==> config.mk <==
export PLATFORM = sky130hd
export DESIGN_NAME = sp_ram_master
export DESIGN_NICKNAME = d
export VERILOG_FILES = /design/src/rtl/ram_master_pkg.sv /design/src/rtl/ram_rd_fifo.sv /design/src/rtl/sp_ram_master.sv
export SDC_FILE = /design/constraint.sdc
export NUM_CORES = 1
export LEC_CHECK = 0
export BUFFER_PORTS_ARGS = -buffer_cell sky130_fd_sc_hd__buf_2
export CAP_MARGIN = 20
export CORE_MARGIN = 8
export CORE_UTILIZATION = 40
export CTS_CLUSTER_SIZE = 25
export DETAILED_ROUTE_END_ITERATION = 12
export PLACE_DENSITY = 0.67
export SETUP_SLACK_MARGIN = 0.02
export SLEW_MARGIN = 20
export SYNTH_ARGS = -nofsm -noshare
export SYNTH_HDL_FRONTEND = slang
export SYNTH_SLANG_ARGS = --single-unit
==> constraint.sdc <==
create_clock -name clk -period 4.8 [get_ports clk]
set_input_delay 0.96 -clock clk [delete_from_list [all_inputs] [get_ports clk]]
set_output_delay 0.96 -clock clk [all_outputs]
set_load 0.03 [all_outputs]
==> src/rtl/ram_master_pkg.sv <==
// Shared state encoding and read-buffer sizing for the single-port RAM burst master.
package ram_master_pkg;

  typedef enum logic [1:0] {
    IDLE  = 2'd0,
    WRITE = 2'd1,
    READ  = 2'd2
  } state_t;

  // Two slots cover the one-cycle RAM read latency with full throughput.
  localparam int RD_FIFO_DEPTH = 2;

endpackage

==> src/rtl/ram_rd_fifo.sv <==
// Two-entry read-data buffer between the RAM output register and the host read channel.
module ram_rd_fifo
  import ram_master_pkg::*;
#(
  parameter int DATA_WIDTH = 8
) (
  input  logic                  clk,
  input  logic                  rst_n,
  input  logic                  push,
  input  logic [DATA_WIDTH-1:0] din,
  input  logic                  pop,
  output logic [DATA_WIDTH-1:0] dout,
  output logic [1:0]            count
);

  logic [DATA_WIDTH-1:0] mem [RD_FIFO_DEPTH];
  logic                  wptr;
  logic                  rptr;
  logic                  wr_en;
  logic                  rd_en;

  assign rd_en = pop & (count != 2'd0);
  assign wr_en = push & ((count != 2'(RD_FIFO_DEPTH)) | rd_en);
  assign dout  = mem[rptr];

  always_ff @(posedge clk or negedge rst_n) begin
    if (!rst_n) begin
      for (int i = 0; i < RD_FIFO_DEPTH; i++) mem[i] <= '0;
      wptr  <= 1'b0;
      rptr  <= 1'b0;
      count <= 2'd0;
    end else begin
      if (wr_en) begin
        mem[wptr] <= din;
        wptr      <= ~wptr;
      end
      if (rd_en) rptr <= ~rptr;
      case ({wr_en, rd_en})
        2'b10:   count <= count + 2'd1;
        2'b01:   count <= count - 2'd1;
        default: count <= count;
      endcase
    end
  end

endmodule

==> src/rtl/sp_ram_master.sv <==
// Burst initiator owning a single-port RAM: streams write beats in, read beats out,
// and generates the wrapping address sequence.
//
// state | meaning
// IDLE  | waiting for a command; cmd_ready high
// WRITE | one RAM write per wr handshake until the last beat
// READ  | issuing RAM reads into the output buffer, popping to the host
module sp_ram_master
  import ram_master_pkg::*;
#(
  parameter int DATA_WIDTH = 8,
  parameter int ADDR_WIDTH = 4,
  parameter int LEN_WIDTH  = 4
) (
  input  logic                  clk,
  input  logic                  rst_n,
  input  logic                  cmd_valid,
  output logic                  cmd_ready,
  input  logic                  cmd_write,
  input  logic [ADDR_WIDTH-1:0] cmd_addr,
  input  logic [LEN_WIDTH-1:0]  cmd_len,
  input  logic                  wr_valid,
  output logic                  wr_ready,
  input  logic [DATA_WIDTH-1:0] wr_data,
  output logic                  rd_valid,
  input  logic                  rd_ready,
  output logic [DATA_WIDTH-1:0] rd_data,
  output logic                  busy,
  output logic                  done,
  output logic                  ram_we,
  output logic [ADDR_WIDTH-1:0] ram_addr,
  output logic [DATA_WIDTH-1:0] ram_din,
  input  logic [DATA_WIDTH-1:0] ram_dout
);

  state_t                state;
  logic [ADDR_WIDTH-1:0] addr_cnt;
  logic [LEN_WIDTH-1:0]  beat_cnt;
  logic [LEN_WIDTH-1:0]  issue_cnt;
  logic                  issue_all;
  logic                  inflight;
  logic                  done_q;
  logic [1:0]            fifo_count;
  logic                  wr_hs;
  logic                  pop;
  logic                  issue;
  logic [2:0]            occ;

  assign cmd_ready = (state == IDLE);
  assign busy      = (state != IDLE);
  assign wr_ready  = (state == WRITE);
  assign wr_hs     = wr_ready & wr_valid;
  assign ram_we    = wr_hs;
  assign ram_din   = wr_hs ? wr_data : '0;
  assign ram_addr  = addr_cnt;
  assign done      = done_q;
  assign rd_valid  = (fifo_count != 2'd0);
  assign pop       = rd_valid & rd_ready;

  // Slots already claimed once this cycle's pop retires; issue only if one stays free.
  assign occ   = {1'b0, fifo_count} + {2'b00, inflight} - {2'b00, pop};
  assign issue = (state == READ) & ~issue_all & (occ < 3'(RD_FIFO_DEPTH));

  ram_rd_fifo #(
    .DATA_WIDTH(DATA_WIDTH)
  ) u_fifo (
    .clk   (clk),
    .rst_n (rst_n),
    .push  (inflight),
    .din   (ram_dout),
    .pop   (pop),
    .dout  (rd_data),
    .count (fifo_count)
  );

  // The address counter does not step past the final beat, so ram_addr holds it when idle.
  always_ff @(posedge clk or negedge rst_n) begin
    if (!rst_n) begin
      state     <= IDLE;
      addr_cnt  <= '0;
      beat_cnt  <= '0;
      issue_cnt <= '0;
      issue_all <= 1'b0;
      inflight  <= 1'b0;
      done_q    <= 1'b0;
    end else begin
      done_q   <= 1'b0;
      inflight <= issue;
      case (state)
        IDLE: begin
          if (cmd_valid) begin
            addr_cnt  <= cmd_addr;
            beat_cnt  <= cmd_len;
            issue_cnt <= cmd_len;
            issue_all <= 1'b0;
            state     <= cmd_write ? WRITE : READ;
          end
        end
        WRITE: begin
          if (wr_hs) begin
            if (beat_cnt == '0) begin
              state  <= IDLE;
              done_q <= 1'b1;
            end else begin
              beat_cnt <= beat_cnt - LEN_WIDTH'(1);
              addr_cnt <= addr_cnt + ADDR_WIDTH'(1);
            end
          end
        end
        READ: begin
          if (issue) begin
            if (issue_cnt == '0) begin
              issue_all <= 1'b1;
            end else begin
              issue_cnt <= issue_cnt - LEN_WIDTH'(1);
              addr_cnt  <= addr_cnt + ADDR_WIDTH'(1);
            end
          end
          if (pop) begin
            if (beat_cnt == '0) begin
              state  <= IDLE;
              done_q <= 1'b1;
            end else begin
              beat_cnt <= beat_cnt - LEN_WIDTH'(1);
            end
          end
        end
        default: state <= IDLE;
      endcase
    end
  end

endmodule

# After elaboration in Yosys (flattened, before gate mapping)
# Index checks and enable logic that the tools add are counted.
dict set report totals {
  inputBits 30
  out_inout_bits 26
  elab_cells 97
  regBits 37
}
dict set report classes {
  n_eq_ne 12
  muxes 36
  n_addsub 7
  magnitude_cmp 4
  n_reduce_logical 14
  bitwise 12
}
# operator count
set ops {}
lappend ops {{$mux 4} 11}
lappend ops {{$mux 8} 5}
lappend ops {{$pmux 4 s3} 2}
lappend ops {{$bwmux 16} 1}
lappend ops {{$ne 2x2->1 const B} 6}
lappend ops {{$reduce_and 4->1} 3}
lappend ops {{$mux 2} 5}
lappend ops {{$demux 8 s1} 1}
lappend ops {{$logic_not 4->1} 2}
lappend ops {{$pmux 4 s2} 1}
lappend ops {{$reduce_bool 2->1} 4}
lappend ops {{$sub 4x1->4 const B} 2}
lappend ops {{$and 1x1->1} 6}
lappend ops {{$mux 1} 6}
lappend ops {{$pmux 2 s3} 1}
lappend ops {{$reduce_and 6->1} 1}
lappend ops {{$add 4x1->4 const B} 1}
lappend ops {{$eq 2x1->1 const B} 2}
lappend ops {{$eq 2x2->1 const B} 2}
lappend ops {{$ge 2x2->1 const B} 2}
lappend ops {{$ne 2x1->1 const B} 2}
lappend ops {{$not 1->2} 2}
lappend ops {{$pmux 1 s2} 2}
lappend ops {{$pmux 2 s2} 1}
lappend ops {{other kinds (12)} 14}

# Depth between registers and ports, before layout
dict set report depth {
  word_depth 7
  ltp_mapped 10
  ltp_nobuf 9
}

# By module
# A second synthesis with hierarchy kept.
dict set report hier_totals {
  hier_cells 206
  area_unflattened_um2 2250.9
}
# mod instances cells_per_inst area_each_um2 seq_area_each_um2
set modules_own_cells {}
lappend modules_own_cells {sp_ram_master 1 148 1361.3 425.4}
lappend modules_own_cells {ram_rd_fifo 1 58 889.6 500.5}

# Least setup slack after synthesis
# OpenSTA, ideal clock, no wires.
dict set report synth_timing {
  path_type {input to register}
  from {input rd_ready}
  to {register addr_cnt[1], in the netlist ram_addr[1]}
  n_path_buf 0
  path_slack_ns 1.815
  required_time_ns 4.675
  stages 9
  arrival_ns 2.861
  setup_ns 0.125
  path_cell_list {o21ai_4 inv_1 ha_1 nand2b_1 fa_1 nor2b_1 a21o_1 nand3_2 mux2_2}
}
dict set report synth_via {
  elab_chain_len 6
}
# element line
set synth_rtl {}
lappend synth_rtl {{start: declaration} sp_ram_master.sv:26} ;# input logic rd_ready,
lappend synth_rtl {{$and 1x1->1} sp_ram_master.sv:58} ;# assign pop = rd_valid & rd_ready;
lappend synth_rtl {{$sub 3x1->3} sp_ram_master.sv:61} ;# assign occ = {1'b0, fifo_count} + {2'b00, inflight} - {2'b00, pop};
lappend synth_rtl {{$lt 3x2->1} sp_ram_master.sv:62} ;# assign issue = (state == READ) & ~issue_all & (occ < 3'(RD_FIFO_DEPTH));
lappend synth_rtl {{$and 1x1->1} sp_ram_master.sv:62}
lappend synth_rtl {{$ne 2x2->1 (no line)} --}
lappend synth_rtl {{$reduce_and 6->1 (no line)} --}
lappend synth_rtl {{end signal: assignment} sp_ram_master.sv:92} ;# addr_cnt <= cmd_addr;
lappend synth_rtl {{end signal: assignment} sp_ram_master.sv:106} ;# addr_cnt <= addr_cnt + ADDR_WIDTH'(1);
lappend synth_rtl {{end signal: assignment} sp_ram_master.sv:116} ;# addr_cnt <= addr_cnt + ADDR_WIDTH'(1);
lappend synth_rtl {{end: declaration} sp_ram_master.sv:37} ;# logic [ADDR_WIDTH-1:0] addr_cnt;
# No other way between the ends.
# A chain may end at the register's enable or synchronous reset.

# Worst setup path after layout
# Same ends and word-level chain as after synthesis.

==> impl_metrics.yaml <==
final_layout:
  final_cells: 330
  drive_gt1_share_pct: 38.4
  layout_commonest_cell: "buf_2"
  diodes: 0
  final_cell_mix: "buf_2, dfrtp_1, mux2_2"
  post-route-util_pct: 49.1
  final_nets: 298
  syn2layout_area_growth_pct: 20.3
place:
  place_congestion: 0.829
  dp_hpwl_um: 3590
  place_inst: 322
  port_buffers: 55
clock_network:
  clk-insertion-delay-late_ps: 290
  cts_buffer_depth: 2
  ctsHtreeMaxLevel: 2
  cts_sinks: 37
  cts_setup_buffers: 0
  cts_resized: 0
  cts_tree: "yes"
  holdBufCountCts: 0
  cts_root_buffer: "clkbuf_8"
  clkTransAtPathRegs_ps: 80
  numCtsBuffers: 5
routing:
  firstDrtPassIters: 4
  initialDrtViolationCount: 48
  drc: 0
  wl_um: 4740
  num_vias: 1719
  wl_per_cell_um: 14.4
  antenna_left: 0
  vias_per_cell: 5.21
run_status:
  status: "completed"
synth:
  ys_seq_area_share_pct: 41.7
  syn_area_um2: 2220
  avgSynthCellArea_um2: 11.0
  synth_fp_nets: 243
  synth_top_area_share_pct: 41.7
  yosys.area.top_type: "dfrtp_1"
  synthCells: 202
  synth_area_leaders: "dfrtp_1, mux2_2, ha_1"
  ys_seq_elements: 37
  synth_cell_types: 47
  yosys_warnings: 0
pwr:
  p_leak_nw: 1.32
  peakVddDrop_mv: 0.392
  power-per-cell-area_nw_per_um2: 726
sta:
  slew_viol_final: 0
  fmax_mhz: 328
  final.setup.tns_ps: 0
  timing.final.crit_share_pct: 63.5
  slew_headroom_pct: 44.5
  min_period_ps: 3050
  setup_viol: 0
  final_hold_viol_count: 0
  whs_ps: 505
  tightestPinTransition_ps: 832
  rsz0062_at_grt: "no"
  skew_ps: 5.00
setup_path:
  worst-path-max-fanout: 8
  path_class: "in2reg"
  cp_data_arrival_time_ps: 3230
  endpoint_kind: "register"
  critical_path_required_ps: 4980
  start_kind: "input pin"
die:
  initial_core_util_pct: 40.8
  dieHeight_um: 90.5
  row_count: 27
  core_um2: 5440
  die_w_um: 90.5
  io_pins: 56
  dieArea_um2: 8190
grt:
  grt_first_pass_wirelength_um: 8160
  grt_pass1_vias: 1788
  grt_overflow_total: 0
  grt_antenna_before_repair: 0
  grt_max_degree: 38
  track_usage_pct: 12.1
run:
  max_cap_viol_count: 0
hold_path:
  hp-class: "reg2reg"
## final cells by class
cell class | instances | area [um^2]
sequential | 37 | 926
fill | 496 | 2770
tap | 72 | 90.1
timing repair buffer | 55 | 275
clock inverter | 2 | 37.5
multi-input combinational | 142 | 1200
inverter | 16 | 62.6
clock buffer | 6 | 82.6
## per-stage QoR
stage               worst slack [ps]  power, mW  cell area, um^2
floorplan                       1810       1.44             2220
global placement                1490       1.65             2550
detailed placement              1460       1.67             2550
CTS                             1750       1.96             2670
global route                    1620       2.11             2670
finish                          1750       1.94             2670
## flip-flops by register name, summed over array words and instances (netlist names)
signal and cells:
done 1, ram_addr 4, u_fifo.rptr 1, u_fifo.count 2
inflight 1, beat_cnt 4, state 2, issue_all 1
u_fifo.wptr 1, issue_cnt 4, u_fifo.mem 16
## cell usage after synthesis (all sizes together)
library cell  number
o21ai              5
mux2i              8
a21oi              8
a31oi              1
o31ai              1
nor3               6
a221o              2
clkbuf             5
fa                 1
o2111ai            1
and2               2
or3b               1
o311ai             1
nor3b              2
nand2              6
a41o               1
nand3              8
a21o               1
nand3b             1
or3                1
mux2              26
o2bb2ai            1
dfrtp             37
o2111a             1
o22ai              3
a211oi             1
a22o               1
nand2b             4
nor2b              2
nor2               9
a221oi             1
buf                2
and3              11
inv               16
and4bb             1
or2b               1
nand4              1
a41oi              3
a22oi              3
xnor2              6
ha                10
## cell families (layout without fill, tap and decap cells)
group | count (synthesis) | in the layout | share of synthesized area [%]
fa+ha+maj | 11 | 11 | 6.54
mux | 34 | 34 | 16.8
compound gates | 35 | 35 | 14.0
simple gates | 56 | 56 | 14.3
xor+xnor | 6 | 6 | 2.37
flops | 37 | 37 | 41.7
buf+inv | 23 | 79 | 4.39
## critical path, stage by stage
cell and delay [ps]:
buf_2 140, o21ai_4 110, inv_1 70, ha_1 260, nand2b_1 150, fa_1 490, nor2b_1 310, a21o_1 330
nand3_2 120, mux2_2 280
## routing by layer
layer	track usage (%)	part of all wire, %	up-vias
li1	-	-	849
met1	15.4	49	799
met2	17.8	42	63
met3	4.49	7.4	8
met4	4.99	1.7	0
met5	0	0	-
## worst paths after layout
kind                                      start       endpoint  slack [ps]  cells after the start
worst max-delay path                   rd_ready    ram_addr[1]        1750                     10
worst min-delay path              u_fifo.mem[2]  u_fifo.mem[2]         510                      1
worst max register to register  u_fifo.count[0]    ram_addr[1]        1860                      9
worst min register to register    u_fifo.mem[2]  u_fifo.mem[2]         510                      1
max in group asynchronous                 rst_n    beat_cnt[1]        3500                      1
min in group asynchronous                 rst_n  u_fifo.mem[2]         760                      1
## power breakdown
| group | internal [mW] | switching, mW | total, mW |
|---|---|---|---|
| clock network | 0.169 | 0.113 | 0.282 |
| registers | 0.455 | 0.139 | 0.594 |
| logic | 0.454 | 0.610 | 1.06 |
(Power assumes the default switching activity.)
